==> config.mk <==
export PLATFORM = sky130hd
export DESIGN_NAME = ci_slice_scheduler_flat
export DESIGN_NICKNAME = d
export VERILOG_FILES = /design/src/rtl/ci_slice_scheduler_if.sv /design/src/rtl/ci_slice_scheduler.sv /design/src/flat_wrapper.sv
export SDC_FILE = /design/constraint.sdc
export NUM_CORES = 1
export LEC_CHECK = 0
export CAP_MARGIN = 20
export CORE_AREA = 2 2 112 114
export DETAILED_ROUTE_END_ITERATION = 12
export DIE_AREA = 0 0 114 116
export PLACE_DENSITY_LB_ADDON = 0.12
export SYNTH_ARGS = -nofsm -noshare
export SYNTH_HDL_FRONTEND = slang
export SYNTH_SLANG_ARGS = --single-unit
==> constraint.sdc <==
create_clock -name clk -period 2.46 [get_ports clk]
set_input_delay 0.246 -clock clk [delete_from_list [all_inputs] [get_ports clk]]
set_output_delay 0.246 -clock clk [all_outputs]
set_load 0.1 [all_outputs]
==> src/rtl/ci_slice_scheduler_if.sv <==
// Start/done handshake and per-slice address pair between the slice scheduler
// and the filter custom-instruction master.
interface ci_slice_scheduler_if #(
    parameter int ADDRESSWIDTH = 32
);
    logic                    cm_start;
    logic [ADDRESSWIDTH-1:0] cm_dataa;
    logic [ADDRESSWIDTH-1:0] cm_datab;
    logic                    cm_done;

    modport master (
        output cm_start,
        output cm_dataa,
        output cm_datab,
        input  cm_done
    );

    modport slave (
        input  cm_start,
        input  cm_dataa,
        input  cm_datab,
        output cm_done
    );
endinterface

==> src/rtl/ci_slice_scheduler.sv <==
// Walks the filter custom master across an image one slice at a time, with a
// per-slice watchdog and an abort that takes effect once the slice in flight ends.
module ci_slice_scheduler #(
    parameter int ADDRESSWIDTH   = 32,
    parameter int STRIDE_BYTES   = 480,
    parameter int COUNTWIDTH     = 10,
    parameter int TIMEOUT_CYCLES = 65535
) (
    input  logic                    clk,
    input  logic                    reset,
    input  logic [ADDRESSWIDTH-1:0] cfg_src_base,
    input  logic [ADDRESSWIDTH-1:0] cfg_dst_base,
    input  logic [COUNTWIDTH-1:0]   cfg_num_slices,
    input  logic                    cfg_go,
    input  logic                    cfg_abort,
    output logic                    busy,
    output logic                    done,
    output logic                    error,
    output logic [COUNTWIDTH-1:0]   slices_done,
    ci_slice_scheduler_if.master    cm
);

    localparam logic [ADDRESSWIDTH-1:0] STRIDE       = ADDRESSWIDTH'(STRIDE_BYTES);
    localparam logic [19:0]             TIMEOUT_LAST = 20'(TIMEOUT_CYCLES - 32'sd1);
    localparam logic [COUNTWIDTH-1:0]   CNT_ZERO     = {COUNTWIDTH{1'b0}};
    localparam logic [COUNTWIDTH-1:0]   CNT_ONE      = {{(COUNTWIDTH-1){1'b0}}, 1'b1};
    localparam logic [ADDRESSWIDTH-1:0] ADDR_ZERO    = {ADDRESSWIDTH{1'b0}};

    typedef enum logic [2:0] {
        S_IDLE    = 3'd0,
        S_ISSUE   = 3'd1,
        S_WAIT    = 3'd2,
        S_ADVANCE = 3'd3,
        S_FINISH  = 3'd4
    } state_t;

    state_t                  state_r;
    state_t                  state_s;
    logic                    go_accept_s;
    logic                    go_zero_s;
    logic                    timeout_s;
    logic [COUNTWIDTH-1:0]   slices_next_s;

    logic [ADDRESSWIDTH-1:0] src_r;
    logic [ADDRESSWIDTH-1:0] dst_r;
    logic [COUNTWIDTH-1:0]   num_r;
    logic [COUNTWIDTH-1:0]   slices_done_r;
    logic [19:0]             timer_r;
    logic                    abort_r;
    logic                    busy_r;
    logic                    done_r;
    logic                    error_r;
    logic                    cm_start_r;

    assign busy        = busy_r;
    assign done        = done_r;
    assign error       = error_r;
    assign slices_done = slices_done_r;
    assign cm.cm_start = cm_start_r;
    assign cm.cm_dataa = src_r;
    assign cm.cm_datab = dst_r;

    // State register
    always_ff @(posedge clk) begin
        if (reset) begin
            state_r <= S_IDLE;
        end else begin
            state_r <= state_s;
        end
    end

    // Next-state decode and per-cycle qualifiers for the datapath
    always_comb begin
        state_s       = state_r;
        go_accept_s   = 1'b0;
        go_zero_s     = 1'b0;
        timeout_s     = 1'b0;
        slices_next_s = slices_done_r + CNT_ONE;
        case (state_r)
            S_IDLE: begin
                if (cfg_go && (cfg_num_slices != CNT_ZERO)) begin
                    go_accept_s = 1'b1;
                    state_s     = S_ISSUE;
                end else if (cfg_go) begin
                    go_zero_s = 1'b1;
                    state_s   = S_IDLE;
                end else begin
                    state_s = S_IDLE;
                end
            end
            S_ISSUE: begin
                state_s = S_WAIT;
            end
            S_WAIT: begin
                if (cm.cm_done) begin
                    state_s = S_ADVANCE;
                end else if (timer_r == TIMEOUT_LAST) begin
                    timeout_s = 1'b1;
                    state_s   = S_FINISH;
                end else begin
                    state_s = S_WAIT;
                end
            end
            S_ADVANCE: begin
                // The abort flag only ends the job here, so the slice in flight always completes
                if ((slices_next_s == num_r) || abort_r) begin
                    state_s = S_FINISH;
                end else begin
                    state_s = S_ISSUE;
                end
            end
            S_FINISH: begin
                state_s = S_IDLE;
            end
            default: begin
                state_s = S_IDLE;
            end
        endcase
    end

    // Registered handshake and status outputs, derived from the upcoming state
    always_ff @(posedge clk) begin
        if (reset) begin
            cm_start_r <= 1'b0;
            busy_r     <= 1'b0;
            done_r     <= 1'b0;
        end else begin
            cm_start_r <= (state_s == S_ISSUE);
            busy_r     <= (state_s == S_ISSUE) || (state_s == S_WAIT) || (state_s == S_ADVANCE);
            done_r     <= (state_s == S_FINISH) || go_zero_s;
        end
    end

    // Job registers: latched configuration, slice addresses and progress
    always_ff @(posedge clk) begin
        if (reset) begin
            src_r         <= ADDR_ZERO;
            dst_r         <= ADDR_ZERO;
            num_r         <= CNT_ZERO;
            slices_done_r <= CNT_ZERO;
        end else if (go_accept_s) begin
            src_r         <= cfg_src_base;
            dst_r         <= cfg_dst_base;
            num_r         <= cfg_num_slices;
            slices_done_r <= CNT_ZERO;
        end else if (state_r == S_ADVANCE) begin
            src_r         <= src_r + STRIDE;
            dst_r         <= dst_r + STRIDE;
            slices_done_r <= slices_next_s;
        end
    end

    // Watchdog timer, abort flag and sticky timeout error
    always_ff @(posedge clk) begin
        if (reset) begin
            timer_r <= 20'd0;
            abort_r <= 1'b0;
            error_r <= 1'b0;
        end else begin
            if (state_r == S_ISSUE) begin
                timer_r <= 20'd0;
            end else if ((state_r == S_WAIT) && !cm.cm_done) begin
                timer_r <= timer_r + 20'd1;
            end
            if (go_accept_s) begin
                abort_r <= 1'b0;
            end else if ((state_r == S_WAIT) && cfg_abort) begin
                abort_r <= 1'b1;
            end
            if (go_accept_s || go_zero_s) begin
                error_r <= 1'b0;
            end else if (timeout_s) begin
                error_r <= 1'b1;
            end
        end
    end

endmodule

==> src/flat_wrapper.sv <==
// flat-port wrapper written by rule: the top's interface ports become plain ports
module ci_slice_scheduler_flat 
#(
    parameter int ADDRESSWIDTH   = 32,
    parameter int STRIDE_BYTES   = 480,
    parameter int COUNTWIDTH     = 10,
    parameter int TIMEOUT_CYCLES = 65535
)
  (clk, reset, cfg_src_base, cfg_dst_base, cfg_num_slices, cfg_go, cfg_abort, busy, done, error, slices_done, cm_cm_start, cm_cm_dataa, cm_cm_datab, cm_cm_done);
  ci_slice_scheduler_if #(.ADDRESSWIDTH(ADDRESSWIDTH)) cm_i ();
  input  logic clk;
  input  logic reset;
  input  logic [ADDRESSWIDTH-1:0] cfg_src_base;
  input  logic [ADDRESSWIDTH-1:0] cfg_dst_base;
  input  logic [COUNTWIDTH-1:0] cfg_num_slices;
  input  logic cfg_go;
  input  logic cfg_abort;
  output logic busy;
  output logic done;
  output logic error;
  output logic [COUNTWIDTH-1:0] slices_done;
  output wire logic [$bits(cm_i.cm_start)-1:0] cm_cm_start;
  output wire logic [$bits(cm_i.cm_dataa)-1:0] cm_cm_dataa;
  output wire logic [$bits(cm_i.cm_datab)-1:0] cm_cm_datab;
  input wire logic [$bits(cm_i.cm_done)-1:0] cm_cm_done;
  assign cm_cm_start = cm_i.cm_start;
  assign cm_cm_dataa = cm_i.cm_dataa;
  assign cm_cm_datab = cm_i.cm_datab;
  assign cm_i.cm_done = cm_cm_done;
  ci_slice_scheduler #(.ADDRESSWIDTH(ADDRESSWIDTH), .STRIDE_BYTES(STRIDE_BYTES), .COUNTWIDTH(COUNTWIDTH), .TIMEOUT_CYCLES(TIMEOUT_CYCLES)) u_core (.clk(clk), .reset(reset), .cfg_src_base(cfg_src_base), .cfg_dst_base(cfg_dst_base), .cfg_num_slices(cfg_num_slices), .cfg_go(cfg_go), .cfg_abort(cfg_abort), .busy(busy), .done(done), .error(error), .slices_done(slices_done), .cm(cm_i));
endmodule
# Yosys cells after proc, flatten, opt, wreduce, memory -nomap -nowiden

Cells that the tools add are included.

Register bits after elaboration: 112
Bits in latches: 0
Memory bits (writable): 0
Memory bits (read-only): 0
Output and inout bits: 78
Logic and storage cells: 56
Memories: 0

Add/subtract/negate cells: 4
Multiply operators: 0
Div/mod/pow operators: 0
Magnitude comparators: 0
Eq/ne operators: 9
Shifts and indexed selects: 0
Multiplexer cells: 17
Bitwise gates (word level): 0
Reduce and logical (&&, ||, !) cells: 15

Operators by type and width:

| operator              | number |
|---|---|
| $mux 32               | 4 |
| $add 32x9->32 const B | 2 |
| $add 20x1->20 const B | 1 |
| $eq 20x16->1 const B  | 1 |
| $eq 3x2->1 const B    | 4 |
| $pmux 3 s4            | 1 |
| $add 10x1->10 const B | 1 |
| $eq 10x10->1          | 1 |
| $reduce_bool 10->1    | 1 |
| $mux 1                | 9 |
| $mux 3                | 3 |
| $eq 3x1->1 const B    | 2 |
| $reduce_or 2->1       | 3 |
| $logic_or 1x1->1      | 5 |
| $eq 3x3->1 const B    | 1 |
| $logic_and 1x1->1     | 3 |
| $logic_not 3->1       | 1 |
| $reduce_bool 2->1     | 1 |
| $logic_not 1->1       | 1 |

# Longest topological paths before layout

Depth in word-level cells: 8
Depth in mapped cells: 9
Gate-level depth less buffers: 8

# Worst setup path before layout

OpenSTA, ideal clock, no wires.

Path type: register to register
Start: reg u_core.slices_done_r[0] (netlist: u_core.slices_done[0])
End: reg u_core.busy_r (netlist: u_core.busy)
Library setup time: 0.121 ns
Arrival: 2.696 ns
Path slack: -0.357 ns
Cell stages (with the launch flop): 8
Clock period less this slack: 2.817 ns
Path through: dfxtp_1 -> ha_1 -> and2_2 -> a21oi_2 -> or4_4 -> nor4_4 -> a2111o_1 -> nand3_1

Word-level cells in the longest chain between the ends: 8

RTL lines:

| element                                         | line                      | text |
|---|---|---|
| start, declared                                 | ci_slice_scheduler.sv:47  | `logic [COUNTWIDTH-1:0] slices_done_r;` |
| start signal, assigned                          | ci_slice_scheduler.sv:149 | `slices_done_r <= slices_next_s;` |
| $add 10x1->10 *                                 | ci_slice_scheduler.sv:78  | `slices_next_s = slices_done_r + CNT_ONE;` |
| $eq 10x10->1 *                                  | ci_slice_scheduler.sv:106 | `if ((slices_next_s == num_r) \|\| abort_r) begin` |
| $logic_or 1x1->1 *                              | ci_slice_scheduler.sv:106 |  |
| $mux 3 *                                        | ci_slice_scheduler.sv:106 |  |
| $pmux 3 s4 *                                    | ci_slice_scheduler.sv:79  | `case (state_r)` |
| $eq 3x1->1 / $eq 3x2->1 (equally long branches) | ci_slice_scheduler.sv:129 | `busy_r <= (state_s == S_ISSUE) \|\| (state_s == S_WAIT) \|\| (state_s == S_ADVANCE);` |
| $logic_or 1x1->1                                | ci_slice_scheduler.sv:129 |  |
| $logic_or 1x1->1 *                              | ci_slice_scheduler.sv:129 |  |
| end signal, assigned                            | ci_slice_scheduler.sv:129 |  |
| end, declared                                   | ci_slice_scheduler.sv:50  | `logic busy_r;` |

Mark *: on every way between the ends. The rest lies on a longest branch, timed or not.
A chain may end at the register's enable or synchronous reset.

# Worst setup path in the final report

Start: reg u_core.slices_done_r[1] (netlist: u_core.slices_done[1])
End: reg u_core.busy_r (netlist: u_core.busy)

The elaborated chain is that of the path after synthesis.

==> flow_metrics.env <==
export IMPL_run_status="completed"
export IMPL_die_y_um=116
export IMPL_switching_power_mw=2.11
export IMPL_synthArstFlopShare=0
export IMPL_place_area_um2=7200
export IMPL_hold_violations=0
export IMPL_whs_endpoint="u_core.num_r[4]"
export IMPL_final_max_slew_viol_count=0
export IMPL_grt_max_degree=32
export IMPL_synthCells=661
export IMPL_rsz0062_at_grt="false"
export IMPL_grt_use_total=0.238
export IMPL_rows=40
export IMPL_clk_latency_ns=0.36
export IMPL_p_comb_frac=0.326
export IMPL_r2r_end="u_core.busy"
export IMPL_reg2reg_depth=7
export IMPL_holdCritPathClass="in2reg"
export IMPL_antenna_found_initial=0
export IMPL_power_density_nw_per_um2=716
export IMPL_worstPathRequired_ns=2.71
export IMPL_first_pass_iters=5
export IMPL_pwr_share_clk=0.280
export IMPL_hold_depth=2
export IMPL_setup_tns_ns=0
export IMPL_dp_cells=950
export IMPL_layout_min_cycle_time_ns=2.24
export IMPL_antenna_cells=0
export IMPL_drt_iter0_drc=253
export IMPL_ctsRootBufferMaster="clkbuf_16"
export IMPL_vias=5404
export IMPL_vdd_drop_max_v=0.000385
export IMPL_fmax_ghz=0.446
export IMPL_drt_total_wl_mm=15.7
export IMPL_cellLeakagePower_nw=2.82
export IMPL_synth_seq_cells=112
export IMPL_synth_edf_count=0
export IMPL_cts_hold_fix_buffers=0
export IMPL_die_w_um=114
export IMPL_htree_levels=3
export IMPL_grt_pass1_vias=5164
export IMPL_clk_path_buf_depth=2
export IMPL_worstSetupEndpointType="flip-flop"
export IMPL_synth_area_per_cell_um2=8.48
export IMPL_io_buffers=156
export IMPL_initial_core_util=0.471
export IMPL_max_cap_violations=0
export IMPL_antenna_left=0
export IMPL_grt_pass1_wl_mm=25.3
export IMPL_gp_congestion=0.909
export IMPL_cts_sinks=112
export IMPL_ios=157
export IMPL_cts_resized=0
export IMPL_cts_buffers=9
export IMPL_yosysWarnings=0
export IMPL_r2r_start="u_core.slices_done[1]"
export IMPL_swShare=0.393
export IMPL_fin_nets=898
export IMPL_skew_ns=0.0114
export IMPL_die_area_um2=13200
export IMPL_cp_max_fo=6
export IMPL_worstPathArrival_ns=2.50
export IMPL_hpwl_mm=11.6
export IMPL_ys_types=74
export IMPL_cts_tree="done"
export IMPL_reg2reg_slack_ns=0.22
export IMPL_via_per_inst=5.59
export IMPL_drcViolationCount=0
export IMPL_coreArea_um2=11900
export IMPL_start_kind="flip-flop"
export IMPL_syn_cell_area_um2=5610
export IMPL_grt_overflow_total=0
export IMPL_clk_pin_slew_ns=0.08
export IMPL_area_growth_pct=33.9
export IMPL_period_share=0.911
export IMPL_intPower_mw=3.26
export IMPL_power_frac_seq=0.394
export IMPL_synthFlopType="dfxtp_1"
export IMPL_syn_nets=745
export IMPL_finalInstanceArea_um2=7500
export IMPL_synth_sequential_area_ratio=0.400
export IMPL_drive_gt1_frac=0.214
export IMPL_hp_start="reset"
export IMPL_worst_pin_slew_ns=0.517
export IMPL_setup_viol=0
export IMPL_final_cells=966
export IMPL_relSlewSlack=0.650
export IMPL_path_class="reg2reg"
export IMPL_post_cts_buffers=0
export IMPL_wl_per_cell_um=16.3
-- critical path, cell delays in order (launching register included) --
cell and delay, ns:
dfxtp_2 0.38, ha_1 0.27, and2_2 0.23, a21oi_2 0.06, or4_4 0.55, nor4_4 0.32, a2111o_1 0.24, nand3_1 0.08
-- metrics by stage --
step | setup slack [ns] | power [mW] | hold WS, ns | utilization
3_3_place_gp | 0.0988 | 3.88 | 0.445 | 0.604
4_1_cts | 0.192 | 5.40 | 0.348 | 0.630
6_report | 0.219 | 5.37 | 0.352 | 0.630
5_1_grt | 0.0699 | 5.58 | 0.384 | 0.630
3_5_place_dp | 0.0248 | 3.91 | 0.453 | 0.604
2_1_floorplan | 0.0110 | 3.40 | 0.382 | -
-- how the worst max path moves through the flow --
stage,from,to,slack (ns),cells past startpoint
finish,u_core.slices_done[1],u_core.busy,0.22,7
CTS,u_core.slices_done[1],u_core.busy,0.19,7
floorplan,u_core.cm.cm_dataa[15],u_core.cm.cm_dataa[29],0.01,7
global placement,cfg_num_slices[0],u_core.cm.cm_datab[26],0.1,7
global route,u_core.slices_done[1],u_core.cm.cm_start,0.07,7
detailed placement,cfg_num_slices[0],u_core.cm.cm_dataa[29],0.02,7
-- state kept, by name, summed over array words and instances (netlist names) --
name / cells
u_core.cm.cm_dataa: 32
u_core.cm.cm_datab: 32
u_core.timer_r: 20
u_core.num_r: 10
u_core.slices_done: 10
u_core.state_r: 3
u_core.abort_r: 1
u_core.busy: 1
u_core.cm.cm_start: 1
u_core.done: 1
u_core.error: 1
-- area by class of cell --
cell class | instances | area, um^2
Fill cell | 1024 | 4410
Multi-Input combinational cell | 497 | 3110
Sequential cell | 112 | 2280
Timing Repair Buffer | 183 | 1590
Clock buffer | 9 | 225
Tap cell | 147 | 184
Clock inverter | 7 | 80.1
Inverter | 11 | 41.3
-- power by group through the flow --
stage / registers, mW / clock network [mW] / logic [mW]
2_1_floorplan: 2.96 / 0 / 0.448
3_3_place_gp: 2.15 / 0 / 1.73
3_5_place_dp: 2.15 / 0 / 1.75
4_1_cts: 2.11 / 1.53 / 1.76
5_1_grt: 2.14 / 1.61 / 1.84
6_report: 2.12 / 1.50 / 1.75
-- cells in the final DEF, fill, tap and decap left out, drive strengths merged, types with 4 or more instances in the layout --
cell type,n
a2111oi,4
a211oi,35
a21oi,28
a221oi,6
a311oi,6
a31oi,4
and2,4
and3,11
and4,12
buf,106
clkbuf,9
clkdlybuf4s50,77
dfxtp,112
ha,5
inv,12
nand2,71
nand3,26
nand4,16
nor2,95
nor3,32
nor4,7
o21ai,15
or3,8
or4,4
xnor2,28
xor2,36
-- kinds of logic after synthesis --
| kind of cell | Yosys count | share of synthesized area |
|---|---|---|
| AND/OR/NAND/NOR | 305 | 0.281 |
| AO/OA/AOI/OAI | 122 | 0.155 |
| flip-flops | 112 | 0.400 |
| XOR/XNOR | 64 | 0.103 |
| buffers and inverters | 52 | 0.0482 |
| adder cells (fa/ha/maj) | 6 | 0.0129 |
-- synth_stat cells, types with 14 or more instances --
cell	instances	area share
dfxtp_1	112	0.40
nor2_1	93	0.062
nand2_1	71	0.048
xor2_1	36	0.056
a211oi_1	35	0.047
nor3_1	28	0.025
a21oi_1	27	0.024
xnor2_1	26	0.041
nand3_1	25	0.022
buf_2	17	0.015
clkbuf_1	16	0.011
nand4_1	14	0.016
o21ai_0	14	0.013
-- layer usage --
metal,track usage,up-vias,routed length [um]
met1,0.311,2539,6950
met5,0,-,0
met2,0.395,171,7540
met3,0.0392,24,890
li1,-,2670,-
met4,0.0959,0,345
Power figures use the tool's default switching activity.
